File: src/rtl/sram_arb_pkg.sv
// Shared types and helpers for the SRAM-like N:1 arbiter.
package sram_arb_pkg;

  localparam int MAX_MST    = 8;
  localparam int MAX_ADDR_W = 64;
  localparam int MAX_DATA_W = 64;
  localparam int MAX_SIZE_W = 4;

  function automatic int id_w(input int n);
    return (n <= 1) ? 1 : $clog2(n);
  endfunction

  // Widest supported fields; the top zero-extends into these and slices back out.
  typedef struct packed {
    logic                  wr;
    logic [MAX_SIZE_W-1:0] size;
    logic [MAX_ADDR_W-1:0] addr;
    logic [MAX_DATA_W-1:0] wdata;
  } mst_req_t;

endpackage

File: src/rtl/sram_arb_id_fifo.sv
// In-order FIFO of master IDs for accepted-but-unanswered requests.
module sram_arb_id_fifo
  import sram_arb_pkg::*;
#(
  parameter int DEPTH = 4,
  parameter int ID_W  = 1
) (
  input  logic                    clk,
  input  logic                    rst_n,
  input  logic                    push,
  input  logic [ID_W-1:0]         push_id,
  input  logic                    pop,
  output logic [ID_W-1:0]         head,
  output logic [$clog2(DEPTH):0]  count,
  output logic                    full,
  output logic                    empty
);

  localparam int PW = $clog2(DEPTH);

  logic [DEPTH-1:0][ID_W-1:0] mem_q, mem_d;
  logic [PW-1:0]              wr_ptr_q, wr_ptr_d;
  logic [PW-1:0]              rd_ptr_q, rd_ptr_d;
  logic [PW:0]                cnt_q, cnt_d;

  always_comb begin
    mem_d    = mem_q;
    wr_ptr_d = wr_ptr_q;
    rd_ptr_d = rd_ptr_q;
    cnt_d    = cnt_q;
    if (push) begin
      mem_d[wr_ptr_q] = push_id;
      wr_ptr_d        = wr_ptr_q + 1'b1;
    end
    if (pop) rd_ptr_d = rd_ptr_q + 1'b1;
    case ({push, pop})
      2'b10:   cnt_d = cnt_q + 1'b1;
      2'b01:   cnt_d = cnt_q - 1'b1;
      default: cnt_d = cnt_q;
    endcase
  end

  always_ff @(posedge clk or negedge rst_n) begin
    if (!rst_n) begin
      mem_q    <= '0;
      wr_ptr_q <= '0;
      rd_ptr_q <= '0;
      cnt_q    <= '0;
    end else begin
      mem_q    <= mem_d;
      wr_ptr_q <= wr_ptr_d;
      rd_ptr_q <= rd_ptr_d;
      cnt_q    <= cnt_d;
    end
  end

  assign head  = mem_q[rd_ptr_q];
  assign count = cnt_q;
  assign full  = (cnt_q == (PW+1)'(DEPTH));
  assign empty = (cnt_q == '0);

endmodule

File: src/rtl/sram_like_arbiter.sv
// N-master to 1-slave SRAM-like bus arbiter with in-order response routing.
// Define SRAM_ARB_RR_EN for round-robin arbitration (default: fixed priority).
module sram_like_arbiter
  import sram_arb_pkg::*;
#(
  parameter int NUM_MST  = 2,
  parameter int ADDR_W   = 32,
  parameter int DATA_W   = 32,
  parameter int SIZE_W   = 2,
  parameter int MAX_OUTS = 4
) (
  input  logic                        clk,
  input  logic                        resetn,
  input  logic [NUM_MST-1:0]          m_req,
  input  logic [NUM_MST-1:0]          m_wr,
  input  logic [NUM_MST*SIZE_W-1:0]   m_size,
  input  logic [NUM_MST*ADDR_W-1:0]   m_addr,
  input  logic [NUM_MST*DATA_W-1:0]   m_wdata,
  output logic [NUM_MST-1:0]          m_addr_ok,
  output logic [NUM_MST-1:0]          m_data_ok,
  output logic [DATA_W-1:0]           m_rdata,
  output logic                        s_req,
  output logic                        s_wr,
  output logic [SIZE_W-1:0]           s_size,
  output logic [ADDR_W-1:0]           s_addr,
  output logic [DATA_W-1:0]           s_wdata,
  input  logic                        s_addr_ok,
  input  logic                        s_data_ok,
  input  logic [DATA_W-1:0]           s_rdata,
  output logic [$clog2(MAX_OUTS):0]   outs_cnt,
  output logic                        proto_err
);

  localparam int ID_W = id_w(NUM_MST);

  logic [ID_W-1:0] gnt_id, lock_id_q, lock_id_d, head_id;
  logic            lock_vld_q, lock_vld_d;
  logic            proto_err_q, proto_err_d;
  logic            sel_req, fifo_full, fifo_empty, accept, pop;
  mst_req_t        sel;

`ifdef SRAM_ARB_RR_EN
  logic [ID_W-1:0] rr_ptr_q, rr_ptr_d;

  always_comb begin
    int  idx;
    logic found;
    found  = 1'b0;
    gnt_id = '0;
    idx    = 0;
    if (lock_vld_q) begin
      gnt_id = lock_id_q;
    end else begin
      for (int k = 0; k < NUM_MST; k++) begin
        idx = (int'(rr_ptr_q) + k) % NUM_MST;
        if (!found && m_req[idx]) begin
          found  = 1'b1;
          gnt_id = ID_W'(idx);
        end
      end
    end
  end

  always_comb begin
    rr_ptr_d = rr_ptr_q;
    if (accept) rr_ptr_d = (gnt_id == ID_W'(NUM_MST-1)) ? '0 : gnt_id + 1'b1;
  end

  always_ff @(posedge clk or negedge resetn) begin
    if (!resetn) rr_ptr_q <= '0;
    else         rr_ptr_q <= rr_ptr_d;
  end
`else
  always_comb begin
    gnt_id = '0;
    if (lock_vld_q) begin
      gnt_id = lock_id_q;
    end else begin
      for (int i = NUM_MST-1; i >= 0; i--)
        if (m_req[i]) gnt_id = ID_W'(i);
    end
  end
`endif

  always_comb begin
    sel_req = 1'b0;
    sel     = '0;
    for (int i = 0; i < NUM_MST; i++) begin
      if (gnt_id == ID_W'(i)) begin
        sel_req    = m_req[i];
        sel.wr     = m_wr[i];
        sel.size   = MAX_SIZE_W'(m_size[i*SIZE_W +: SIZE_W]);
        sel.addr   = MAX_ADDR_W'(m_addr[i*ADDR_W +: ADDR_W]);
        sel.wdata  = MAX_DATA_W'(m_wdata[i*DATA_W +: DATA_W]);
      end
    end
  end

  // Full blocks new requests even when a pop lands in the same cycle.
  assign s_req   = sel_req & ~fifo_full & resetn;
  assign s_wr    = s_req & sel.wr;
  assign s_size  = s_req ? sel.size[SIZE_W-1:0]  : '0;
  assign s_addr  = s_req ? sel.addr[ADDR_W-1:0]  : '0;
  assign s_wdata = s_req ? sel.wdata[DATA_W-1:0] : '0;

  assign accept  = s_req & s_addr_ok;
  assign pop     = s_data_ok & ~fifo_empty & resetn;
  assign m_rdata = s_rdata;

  always_comb begin
    m_addr_ok = '0;
    m_data_ok = '0;
    for (int i = 0; i < NUM_MST; i++) begin
      m_addr_ok[i] = accept & (gnt_id  == ID_W'(i));
      m_data_ok[i] = pop    & (head_id == ID_W'(i));
    end
  end

  // Lock pins the grant while the slave stalls; it survives full and withdrawn reqs.
  always_comb begin
    lock_vld_d  = lock_vld_q;
    lock_id_d   = lock_id_q;
    proto_err_d = proto_err_q | (s_data_ok & fifo_empty);
    if (accept) begin
      lock_vld_d = 1'b0;
    end else if (s_req) begin
      lock_vld_d = 1'b1;
      lock_id_d  = gnt_id;
    end
  end

  always_ff @(posedge clk or negedge resetn) begin
    if (!resetn) begin
      lock_vld_q  <= 1'b0;
      lock_id_q   <= '0;
      proto_err_q <= 1'b0;
    end else begin
      lock_vld_q  <= lock_vld_d;
      lock_id_q   <= lock_id_d;
      proto_err_q <= proto_err_d;
    end
  end

  assign proto_err = proto_err_q;

  sram_arb_id_fifo #(
    .DEPTH (MAX_OUTS),
    .ID_W  (ID_W)
  ) u_id_fifo (
    .clk     (clk),
    .rst_n   (resetn),
    .push    (accept),
    .push_id (gnt_id),
    .pop     (pop),
    .head    (head_id),
    .count   (outs_cnt),
    .full    (fifo_full),
    .empty   (fifo_empty)
  );

endmodule

File: config.mk
export PLATFORM = sky130hd
export DESIGN_NAME = sram_like_arbiter
export DESIGN_NICKNAME = d
export VERILOG_FILES = /design/src/rtl/sram_arb_pkg.sv /design/src/rtl/sram_arb_id_fifo.sv /design/src/rtl/sram_like_arbiter.sv
export SDC_FILE = /design/constraint.sdc
export NUM_CORES = 1
export LEC_CHECK = 0
export CAP_MARGIN = 15
export CORE_AREA = 2 2 110 112
export DETAILED_ROUTE_END_ITERATION = 12
export DIE_AREA = 0 0 112 114
export HOLD_SLACK_MARGIN = 0.15
export SYNTH_ARGS = -nofsm -noshare
export SYNTH_HDL_FRONTEND = slang
export SYNTH_SLANG_ARGS = --single-unit
export TNS_END_PERCENT = 20
File: constraint.sdc
create_clock -name clk -period 4.3 [get_ports clk]
set_input_delay 0.86 -clock clk [delete_from_list [all_inputs] [get_ports clk]]
set_output_delay 0.86 -clock clk [all_outputs]
set_load 0.01 [all_outputs]
Word-level counts from Yosys, hierarchy flattened
Cells that the tools add are included.

operators by class
  add/subtract/negate cells = 4
  magnitude comparators = 3
  equality and inequality tests = 3
  multiplexer cells = 16
  bitwise gates (word level) = 17
  reduce and logical (&&, ||, !) cells = 5

operator list
  kind                 count
  $mux 133             1
  $mux 32              2
  $and 1x1->1          11
  $mux 1               8
  $lt 2x3->1 const B   2
  $pmux 3 s2           1
  $not 1->1            5
  $add 2x1->2 const B  2
  $bwmux 4             1
  $reduce_bool 2->1    2
  $add 3x1->3 const B  1
  $eq 3x3->1 const B   1
  $logic_not 3->1      1
  $sub 3x1->3 const B  1
  $bmux 1 s2           1
  $demux 1 s2          1
  $eq 2x1->1 const B   1
  $eq 2x2->1 const B   1
  $ge 2x1->1 const B   1
  $mux 2               1
  $reduce_and 2->1     1
  $logic_and 1x1->1    1
  $or 1x1->1           1

storage, ports and cells
  bits in registers = 14
  input bits = 172

Longest topological paths before layout
Gate-level depths: netlist of the first run.

  word-level depth = 9
  gate-level depth with buffers = 9
  gate-level depth less buffers = 9

Hierarchy
A second synthesis of the first run with hierarchy kept.

unflattened totals
  cells, all modules = 342
  area, all modules = 2,249.7 um^2

by module, submodules not included
  module             instances  cells an instance  area each (um^2)
  sram_like_arbiter  1          296                1,689.1
  sram_arb_id_fifo   1          46                 560.5

Least setup slack after synthesis of the first run
Ideal clock, no wire load.

  path kind = input to output
  from = input m_req[0]
  to = output s_wdata[11]
  arrival = 1.916 ns
  data required time = 3.440 ns
  slack = 1.524 ns
  cell stages on the path = 6
  buffers on the path = 3
  cells stage by stage = or3b_2 clkbuf_1 buf_2 buf_2 nand3_1 a21oi_1

between the ends
  word-level cells in the longest chain between the ends = 6
  elaborated cells between the ends (all ways) = 7
  those cells by class = mux: 5; bitwise: 2

RTL lines
  item                       RTL line                  source
  start, declared            sram_like_arbiter.sv:14   input logic [NUM_MST-1:0] m_req,
  $mux 1                     sram_like_arbiter.sv:80   if (m_req[i]) gnt_id = ID_W'(i);
  $mux 1                     sram_like_arbiter.sv:76   if (lock_vld_q) begin
  $mux 1                     sram_like_arbiter.sv:89   if (gnt_id == ID_W'(i)) begin
  $and 1x1->1 (2 in series)  sram_like_arbiter.sv:100  assign s_req = sel_req & ~fifo_full & resetn;
  $mux 32 *                  sram_like_arbiter.sv:104  assign s_wdata = s_req ? sel.wdata[DATA_W-1:0] : '0;
  end, declared              sram_like_arbiter.sv:26   output logic [DATA_W-1:0] s_wdata,

Every way passes the cells marked *; elsewhere a longest branch is shown, timed or not.

Worst setup path in the final report of the first run
  from = input m_req[0]
  to = output s_wdata[8]

Same word-level chain as after synthesis.

==> metrics.cfg, run 1 <==
[run_status]
outcome = finished clean

[sta]
fin_setup_tns_ns = 0
fin_skew_ns = 0.00228
setup_viol = 0
setup_slack_ns = 0.261
slew_violations = 0
final.period_utilization_pct = 93.9
tightest_slew_ns = 0.704
finalWorstPathRequiredPeriod_ns = 4.04
rsz0062_at_grt = no
max_freq_mhz = 248
relSlewSlack_pct = 51.9
fin_hold_ws_ns = 0.454
hold_violations = 0

[cts]
htreeDepth = 1
clockBufferDepth = 2
ctsHoldBuffers = 0
worst_skew_pair.late_latency_ns = 0.24
cts_setup_buffers = 0
cts_made_buffers = 3
path_clk_slew_ns = 0.05
tritoncts = built
cts_sinks = 14
ctsRootBufferMaster = clkbuf_16
ctsResizeCount = 0

[setup_path]
worstPathCellList = clkdlybuf4s50_1, mux2i_2, a211o_2, buf_12, a21oi_1, clkdlybuf4s50_1
max_stage_delay_ns = 0.60
crit_type = input pin to output pin
cp.required_ns = 3.44
critPathSlowestCell = clkdlybuf4s50_1
crit_top_cell = clkdlybuf4s50_1
start_kind = input pin
worstPathMaxFanout = 62
cp_data_arrival_time_ns = 3.18
endpoint_kind = output pin

[routing]
wl_per_cell_um = 17.1
first_pass_iters = 5
num_vias = 3166
drc = 0
ant_nets = 0
first_iter_violations = 250
post_drt_via_cell_ratio = 4.89
wl_um = 11100

[placed_design]
dp.cells = 644
routabilityCongestion = 0.831
io_buffer_count = 215
place_hpwl_um = 8100
dpl_cell_area_um2 = 4330
pre_cts_slack_ns = 0.269

[floorplan]
ios = 280
fp.dieH_um = 114
die_area_um2 = 12800
placementRows = 40
die_x_um = 112
coreArea_um2 = 11700
initial_utilization_pct = 19.6

[cells_and_area]
fin_nets = 680
final_cells = 648
antennaDiodeCount = 0
post-route-util_pct = 37.7
drive_gt1_share_pct = 7.58
final_cell_mix = clkdlybuf4s50_1 (215), nand3_1 (67), o21ai_0 (67)
stdcell_area_um2 = 4420
syn_to_final_growth_pct = 92.1
final_common_cell = clkdlybuf4s50_1

[synthesis]
synthesis.area_um2 = 2300
ys_warn_count = 0
ys_ff_latch = 14
synth_area_per_cell_um2 = 6.70
ys_seq_area_share_pct = 15.2
synthCells = 343
synth.distinct_cells = 33
synth_nets = 521

[global_routing]
antenna_found_initial = 0
gr-usage-all-layers_pct = 15.6
grt_pass1_vias = 3128
gr-total-overflow = 0
grt_pass1_wl_um = 16400
grt_max_degree = 63

[power]
p_sw_share_pct = 43.8
powerDensity_nw_per_um2 = 372
total_power_mw = 1.64
p_int_uw = 924
vdd_drop_max_mv = 0.233
pwr-share-clk_pct = 12.0
seqPwrFrac_pct = 16.1
pwr-share-comb_pct = 71.9
switching_power_uw = 719
p_leak_nw = 1.63

[hold_path]
worstHoldPathType = register to register

[flow_run]
max-cap-violations = 0

## routing by layer
layer / GRT usage, % / part of all wire, %
met5: 0 / 0
met4: 2.60 / 1.3
met3: 2.28 / 6.6
met2: 29.2 / 51
met1: 19.2 / 41
## cells in the mapped netlist
cell	count	share of area (%)
xor2_1	3	1.1
nor2b_1	1	0.27
nand2_1	7	1.1
a2111oi_4	1	1.2
o311a_1	1	0.44
and2_1	3	0.82
nor3b_2	2	1.1
o21ai_0	67	15
buf_4	32	10
nor2_1	2	0.33
a21oi_2	10	3.8
a2111oi_0	5	1.9
mux4_2	1	0.98
ha_1	5	2.7
buf_2	11	2.4
xnor2_1	3	1.1
or3b_2	1	0.38
o21ai_1	1	0.22
clkbuf_1	21	3.4
a21o_1	1	0.33
mux2i_1	1	0.44
nand3_1	67	15
mux2i_2	1	0.60
a21oi_1	57	12
nor3_1	2	0.44
dfrtp_1	14	15
a2bb2oi_1	1	0.38
fa_1	1	0.87
buf_6	2	0.98
mux2_2	6	2.9
inv_1	8	1.3
a211o_1	1	0.38
buf_1	4	0.65
## worst paths after layout
path	start	endpoint	slack, ns	cells past startpoint
max	m_req[0]	s_wdata[8]	0.26	6
min	proto_err	proto_err	0.45	1
max reg2reg	u_id_fifo.count[0]	u_id_fifo.count[2]	2.01	9
min reg2reg	proto_err	proto_err	0.45	1
max in group asynchronous	resetn	u_id_fifo.mem_q[1]	3.10	2
min in group asynchronous	resetn	u_id_fifo.count[0]	1.03	2
## flip-flops by register name (all words and copies together), names as in the netlist
| signal | cells |
|---|---|
| u_id_fifo.mem_q | 4 |
| u_id_fifo.rd_ptr_q | 2 |
| u_id_fifo.count | 3 |
| proto_err | 1 |
| lock_id_q | 1 |
| lock_vld_q | 1 |
| u_id_fifo.wr_ptr_q | 2 |
## worst max-delay path, delay by kind of cell
family	cells	cell delay [ns]
mux	1	0.19
compound gates	2	0.68
buf+inv	3	1.42
## layout make-up
class | instances | area, um2
clock buffers | 4 | 88.8
inverters | 8 | 30.0
multi-input cells | 251 | 1520
flip-flops and latches | 14 | 350
fillers | 1241 | 7300
well taps | 147 | 184
repair buffers | 224 | 2240
## logic make-up (layout without fill, tap and decap cells)
| group | count (synthesis) | after routing | share of synthesized area (%) |
|---|---|---|---|
| buffers and inverters | 78 | 236 | 19.2 |
| AND/OR/NAND/NOR | 85 | 85 | 19.1 |
| flip-flops | 14 | 14 | 15.2 |
| adder cells (fa/ha/maj) | 6 | 6 | 3.59 |
| XOR/XNOR | 6 | 6 | 2.29 |
| AO/OA/AOI/OAI | 145 | 145 | 35.7 |
| multiplexers | 9 | 9 | 4.95 |
## power groups by stage
stage                     Sequential [mW]  Clock [mW]  Combinational (mW)
after detailed placement            0.267           0                1.18
after global routing                0.277       0.207                1.28
after floorplan                     0.250           0               0.665
after CTS                           0.266       0.201                1.19
after global placement              0.264           0                1.17
final                               0.265       0.197                1.18
No activity file was read; power rests on OpenSTA's default activity.
==> run 2, diff against run 1 <==
--- a/config.mk
+++ b/config.mk
@@ -5,10 +5,12 @@
 export SDC_FILE = /design/constraint.sdc
 export NUM_CORES = 1
 export LEC_CHECK = 0
+export ABC_AREA = 1
 export CAP_MARGIN = 15
-export CORE_AREA = 2 2 110 112
+export CORE_AREA = 2 2 108 110
 export DETAILED_ROUTE_END_ITERATION = 12
-export DIE_AREA = 0 0 112 114
+export DIE_AREA = 0 0 110 112
+export GPL_TIMING_DRIVEN = 0
 export HOLD_SLACK_MARGIN = 0.15
 export SYNTH_ARGS = -nofsm -noshare
 export SYNTH_HDL_FRONTEND = slang
==> metrics.cfg, run 2 <==
[sta]
fin_skew_ns = 0.00207  ; -0.000213 ns
rsz0062_at_grt = no
setup_viol = 0  ; unchanged
max_freq_mhz = 253  ; +2.1%
final.period_utilization_pct = 92.0  ; -1.9 points
tightest_slew_ns = 0.702  ; -0.00164 ns
finalWorstPathRequiredPeriod_ns = 3.96  ; -0.0827 ns
setup_slack_ns = 0.344  ; +0.0827 ns
relSlewSlack_pct = 53.2  ; +1.3 points
hold_violations = 0  ; unchanged
slew_violations = 0  ; unchanged
fin_hold_ws_ns = 0.470  ; +0.0156 ns

[hold_path]
holdPathEnd = proto_err
hold_depth = 1  ; unchanged
worstHoldPathType = register to register
hold_path.startpoint = proto_err

[cells_and_area]
drive_gt1_share_pct = 11.9  ; +4.4 points
antennaDiodeCount = 0  ; unchanged
largest_register = u_id_fifo.mem_q
final_common_cell = clkdlybuf4s50_1
fin_nets = 782  ; +15%
syn_to_final_growth_pct = 133
final_cell_mix = clkdlybuf4s50_1 (246), nand2_1 (158), a21oi_1 (60)
largest_reg_flops = 4  ; unchanged
post-route-util_pct = 42.9  ; +5.2 points

[setup_path]
worstPathCellList = dlygate4sd2_1, nand2_1, inv_2, nand2_2, buf_2, a21oi_1, clkdlybuf4s50_1
worstPathMaxFanout = 16  ; -74%
rr_worst_depth = 9  ; unchanged
start_kind = input pin
critPathSlowestCell = dlygate4sd2_1
r2r_end = u_id_fifo.count[1]
ff2ff_setup_slack_ns = 2.24  ; +0.23 ns
max_stage_delay_ns = 0.65  ; +0.05 ns
critPathTopFamily = buffers and inverters
cp_data_arrival_time_ns = 3.10  ; -0.08 ns
timing.rr.start = u_id_fifo.count[1]
endpoint_kind = output pin
crit_type = input pin to output pin
cp_num_buf_inv = 4  ; +1
cp.required_ns = 3.44  ; about the same

[routing]
met2_length_um = 5390  ; -4.4%
first_pass_iters = 5  ; unchanged
wl_met3_um = 1400  ; +92%
drc = 0  ; unchanged
top_layer_used = met4
wl_per_cell_um = 14.9  ; -13%
ant_nets = 0  ; unchanged
m1WireLength_um = 4180  ; -8.0%
num_vias = 3148  ; -0.57%
post_drt_via_cell_ratio = 4.22  ; -14%
first_iter_violations = 176  ; -30%
wl_um = 11100  ; +0.27%

[placed_design]
io_buffer_count = 247  ; +15%
place_hpwl_um = 9370  ; +16%
pre_cts_slack_ns = -0.0362  ; -0.306 ns
routabilityCongestion = 0.910  ; +9.5%

[floorplan]
initial_utilization_pct = 18.4  ; -1.2 points
placementRows = 39  ; -2.5%
die_area_um2 = 12300  ; -3.5%
fp.dieH_um = 112  ; -1.8%
coreArea_um2 = 11200  ; -4.6%
die_x_um = 110  ; -1.8%
ios = 280  ; unchanged

[global_routing]
grt_pass1_wl_um = 15600  ; -4.9%
grt_max_degree = 17  ; -73%
gr-usage-all-layers_pct = 16.4  ; +0.82 points
grt_pass1_vias = 2976  ; -4.9%
gr-total-overflow = 0  ; unchanged
antenna_found_initial = 0  ; unchanged

[power]
p_leak_nw = 2.01  ; +24%
vdd_drop_max_mv = 0.188  ; -20%
powerDensity_nw_per_um2 = 400  ; +7.5%

[flow_run]
max-cap-violations = 0  ; unchanged

[synthesis]
synthCells = 352  ; +2.6%
yosys_most_used_dff = dfrtp_1
ys_seq_area_share_pct = 17.1  ; +1.8 points
synth-edff-count = 0  ; unchanged
yosysTopAreaCellShare_pct = 28.9  ; +14 points
synth.distinct_cells = 25  ; -24%
synthTopCellsByCount = nand2_1 (158), a21oi_1 (60), buf_4 (40), dfrtp_1 (14)
yosysMostFrequentCell = nand2_1
synth_nets = 530  ; +1.7%
ys_ff_latch = 14  ; unchanged
ys_warn_count = 0  ; unchanged
synthesis.area_um2 = 2050  ; -11%
synth_async_sr_flop_share_pct = 100  ; unchanged
synth_area_per_cell_um2 = 5.84  ; -13%
synth.area.top_cells = nand2_1 (29%), dfrtp_1 (17%), a21oi_1 (15%)
yosysTopAreaCell = nand2_1

[cts]
cts_made_buffers = 3  ; unchanged
ctsRootBufferMaster = clkbuf_16
path_clk_slew_ns = 0.05  ; about the same
cts_setup_buffers = 0  ; unchanged
htreeDepth = 1  ; unchanged
clockBufferDepth = 2  ; unchanged
cts_sinks = 14  ; unchanged
tritoncts = built
worst_skew_pair.late_latency_ns = 0.25  ; about the same

[run_status]
outcome = finished clean

-- run 2: cell count changes after synthesis, moves of 6 or more --
cell      before  now
nand2_1        7  158
nand3_1       67    3
o21ai_0       67    3
clkbuf_1      21    6
buf_4         32   40
nand4_1        0    8
mux2_2         6    0
-- run 2: how the worst max path moves through the flow --
| stage | from | to | slack, ns | cells past startpoint |
|---|---|---|---|---|
| 5_1_grt | resetn | s_wdata[5] | 0.07 | 7 |
| 4_1_cts | resetn | s_addr[5] | 0.24 | 7 |
| 6_report | resetn | s_addr[5] | 0.34 | 7 |
| 3_3_place_gp | resetn | s_addr[5] | -0.01 | 7 |
| 2_1_floorplan | m_req[0] | s_wdata[27] | 1.72 | 7 |
| 3_5_place_dp | resetn | s_addr[5] | -0.04 | 7 |
-- run 2: layer usage --
layer / vias up / track usage [%]
met2: 174 / 29.7
met5: - / 0
met4: 0 / 2.70
met1: 1364 / 18.3
met3: 11 / 5.97
li1: 1599 / -
-- run 2: cell type report --
class,instances,area (um2)
buffer,55,380
clock buffer,4,88.8
fill,1155,6380
inverter,15,56.3
multi-input combinational,268,1270
sequential,14,350
tap,143,179
timing repair buffer,247,2470
-- run 2: cells by family after synthesis --
kind of cell	synth area share [%]
AOI/OAI and AO/OA	21.4
DFF	17.1
adders and majority gates	4.02
buffers and inverters	21.3
and+or+nand+nor	35.0
xor gates and xnor gates	1.28
-- run 2: repair_timing --
item / in CTS / in global routing
endpoints found under the setup margin: 5 / 0
hold buffers: 0 / 0
resized for setup: 1 / 0
-- run 2: stage by stage --
stage / cells / setup TNS (ns) / power [mW] / area (um2)
after floorplan: 352 / 0 / 1.01 / 2050
after global placement: 742 / -0.0121 / 1.72 / 4710
after detailed placement: 742 / -0.0558 / 1.73 / 4710
after CTS: 746 / 0 / 1.95 / 4790
after global routing: 746 / 0 / 2.09 / 4790
final: 746 / 0 / 1.92 / 4790
-- run 2: worst register-to-register path, cell delays in order, from the launching register on --
cell	delay, ns
dfrtp_1	0.36
inv_1	0.09
nand3_1	0.08
nand2_1	0.09
a21oi_2	0.28
nand2_1	0.17
ha_1	0.23
inv_1	0.09
fa_1	0.42
o21ai_0	0.16
-- run 2: power breakdown --
part | switching (mW) | internal [mW] | leakage (nW)
clock network | 0.0560 | 0.141 | 0.0442
registers | 0.0478 | 0.192 | 0.169
logic | 0.770 | 0.711 | 1.80
==> run 3, diff against run 2 <==
--- a/config.mk
+++ b/config.mk
@@ -5,11 +5,10 @@
 export SDC_FILE = /design/constraint.sdc
 export NUM_CORES = 1
 export LEC_CHECK = 0
-export ABC_AREA = 1
 export CAP_MARGIN = 15
-export CORE_AREA = 2 2 108 110
+export CORE_AREA = 2 2 110 112
 export DETAILED_ROUTE_END_ITERATION = 12
-export DIE_AREA = 0 0 110 112
+export DIE_AREA = 0 0 112 114
 export GPL_TIMING_DRIVEN = 0
 export HOLD_SLACK_MARGIN = 0.15
 export SYNTH_ARGS = -nofsm -noshare
==> metrics.cfg, run 3 (synthesis results as in run 1) <==
[cts]
clockBufferDepth = 2  ; unchanged
cts_made_buffers = 3  ; unchanged
path_clk_slew_ns = 0.05  ; about the same
tritoncts = built
cts_sinks = 14  ; unchanged
ctsRootBufferMaster = clkbuf_16
cts_setup_buffers = 0  ; unchanged
htreeDepth = 1  ; unchanged
worst_skew_pair.late_latency_ns = 0.24  ; about the same

[sta]
slew_violations = 0  ; unchanged
hold_violations = 0  ; unchanged
fin_skew_ns = 0.00150  ; -0.000561 ns
setup_viol = 0  ; unchanged
tightest_slew_ns = 0.551  ; -0.151 ns
rsz0062_at_grt = no
relSlewSlack_pct = 63.1  ; +9.9 points
max_freq_mhz = 242  ; -4.2%
finalWorstPathRequiredPeriod_ns = 4.13  ; +0.175 ns
fin_hold_ws_ns = 0.460  ; -0.00927 ns
final.period_utilization_pct = 96.1  ; +4.1 points

[cells_and_area]
multi_input_area_um2 = 1510  ; +19%
post-route-util_pct = 43.1  ; +0.23 points
drive_gt1_share_pct = 12.3  ; +0.35 points
largest_reg_flops = 4  ; unchanged
final_cells = 741  ; -0.67%
largest_register = u_id_fifo.mem_q
final_common_cell = clkdlybuf4s50_1
fill_cells = 1187  ; +2.8%
final_cell_mix = clkdlybuf4s50_1 (246), nand3_1 (67), o21ai_0 (67)
register_area_um2 = 350  ; unchanged
fin_nets = 773  ; -1.2%
antennaDiodeCount = 0  ; unchanged
stdcell_area_um2 = 5050  ; +5.4%
syn_to_final_growth_pct = 120

[global_routing]
grt_max_degree = 17  ; unchanged
gr-usage-met3_pct = 1.86  ; -4.1 points
gr-total-overflow = 0  ; unchanged
grt_pass1_wl_um = 18100  ; +16%
antenna_found_initial = 0  ; unchanged
gr-usage-all-layers_pct = 17.4  ; +1.0 points
gr-max-usage-layer = met2
grt_pass1_vias = 3404  ; +14%
gr-usage-met2_pct = 32.0  ; +2.4 points
met1_usage_pct = 21.6  ; +3.3 points

[setup_path]
endpoint_kind = output pin
cp.required_ns = 3.44  ; about the same
worstPathMaxFanout = 10  ; -6
start_kind = input pin
cp_data_arrival_time_ns = 3.27  ; +0.17 ns
crit_type = input pin to output pin

[routing]
wl_per_cell_um = 16.5  ; +11%
first_pass_iters = 4  ; -1
num_vias = 3510  ; +11%
post_drt_via_cell_ratio = 4.74  ; +12%
ant_nets = 0  ; unchanged
wl_um = 12300  ; +11%
first_iter_violations = 124  ; -30%
drc = 0  ; unchanged

[floorplan]
ios = 280  ; unchanged
initial_utilization_pct = 19.6  ; +1.2 points
fp.dieH_um = 114  ; +1.8%
die_area_um2 = 12800  ; +3.6%
coreArea_um2 = 11700  ; +4.8%
placementRows = 40  ; +2.6%
die_x_um = 112  ; +1.8%

[power]
powerDensity_nw_per_um2 = 344  ; -14%
p_leak_nw = 1.93  ; -4.1%
vdd_drop_max_mv = 0.291  ; +55%

[placed_design]
dp.cells = 737  ; -0.67%
place_hpwl_um = 9780  ; +4.4%
dpl_cell_area_um2 = 4950  ; +5.3%
io_buffer_count = 247  ; unchanged
routabilityCongestion = 0.889  ; -2.3%

[flow_run]
max-cap-violations = 0  ; unchanged

[run_status]
outcome = finished clean

[hold_path]
worstHoldPathType = register to register

## run 3: cell types whose count changed in the layout (fill, tap and decap cells not counted), sizes merged, moves of 4 or more
cell / change
o21ai: +63
clkbuf: +16
nor2: -6
nand4: -8
mux2: +6
nand2: -153
a21oi: -4
a2111oi: +6
inv: -7
nand3: +63
## run 3: through the flow
step / total power [mW] / setup TNS, ns / setup WS (ns)
floorplan: 0.915 / 0 / 1.52
global placement: 1.52 / -13.18 / -0.275
finish: 1.74 / 0 / 0.169
detailed placement: 1.54 / -16.09 / -0.325
CTS: 1.75 / 0 / 0.170
global route: 1.87 / 0 / 0.0230
## run 3: cell type report
| cell class | instances | area share [%] |
|---|---|---|
| buffer | 70 | 8.20 |
| clock buffer | 4 | 1.76 |
| inverter | 8 | 0.595 |
| multi-input combinational | 251 | 29.9 |
| sequential | 14 | 6.94 |
| tap | 147 | 3.64 |
| timing repair buffer | 247 | 49.0 |
## run 3: report_power, final
part           internal [mW]  switching [mW]
logic                  0.648           0.640
registers              0.194          0.0590
clock network          0.141          0.0539
## run 3: final timing paths
kind / startpoint / end / slack (ns) / cells after the start
setup / recovery: m_req[1] / s_wdata[5] / 0.17 / 7
hold / removal: proto_err / proto_err / 0.46 / 1
setup reg to reg: u_id_fifo.count[0] / u_id_fifo.count[2] / 1.92 / 9
hold reg to reg: proto_err / proto_err / 0.46 / 1
max in group asynchronous: resetn / u_id_fifo.rd_ptr_q[0] / 3.38 / 1
min in group asynchronous: resetn / u_id_fifo.count[0] / 0.63 / 1
## run 3: timing repair
| item | 4_1_cts | 5_1_grt |
|---|---|---|
| gates resized for setup | 3 | 2 |
| hold buffers | 0 | 0 |
| endpoints found under the setup margin | 70 | 3 |
## run 3: critical path, stage by stage
cell             delay [ns]
clkdlybuf4s50_1        0.55
nor3b_2                0.30
buf_2                  0.30
clkbuf_1               0.33
o21ai_0                0.12
a21oi_1                0.18
clkdlybuf4s50_1        0.62
## run 3: per-layer routing
layer  part of all wire, %  up-vias  wire [um]
li1                      -     1710          -
met1                    42     1621       5150
met2                    51      161       6210
met3                   5.3       18        645
met4                   2.0        0        244
met5                     0        -          0
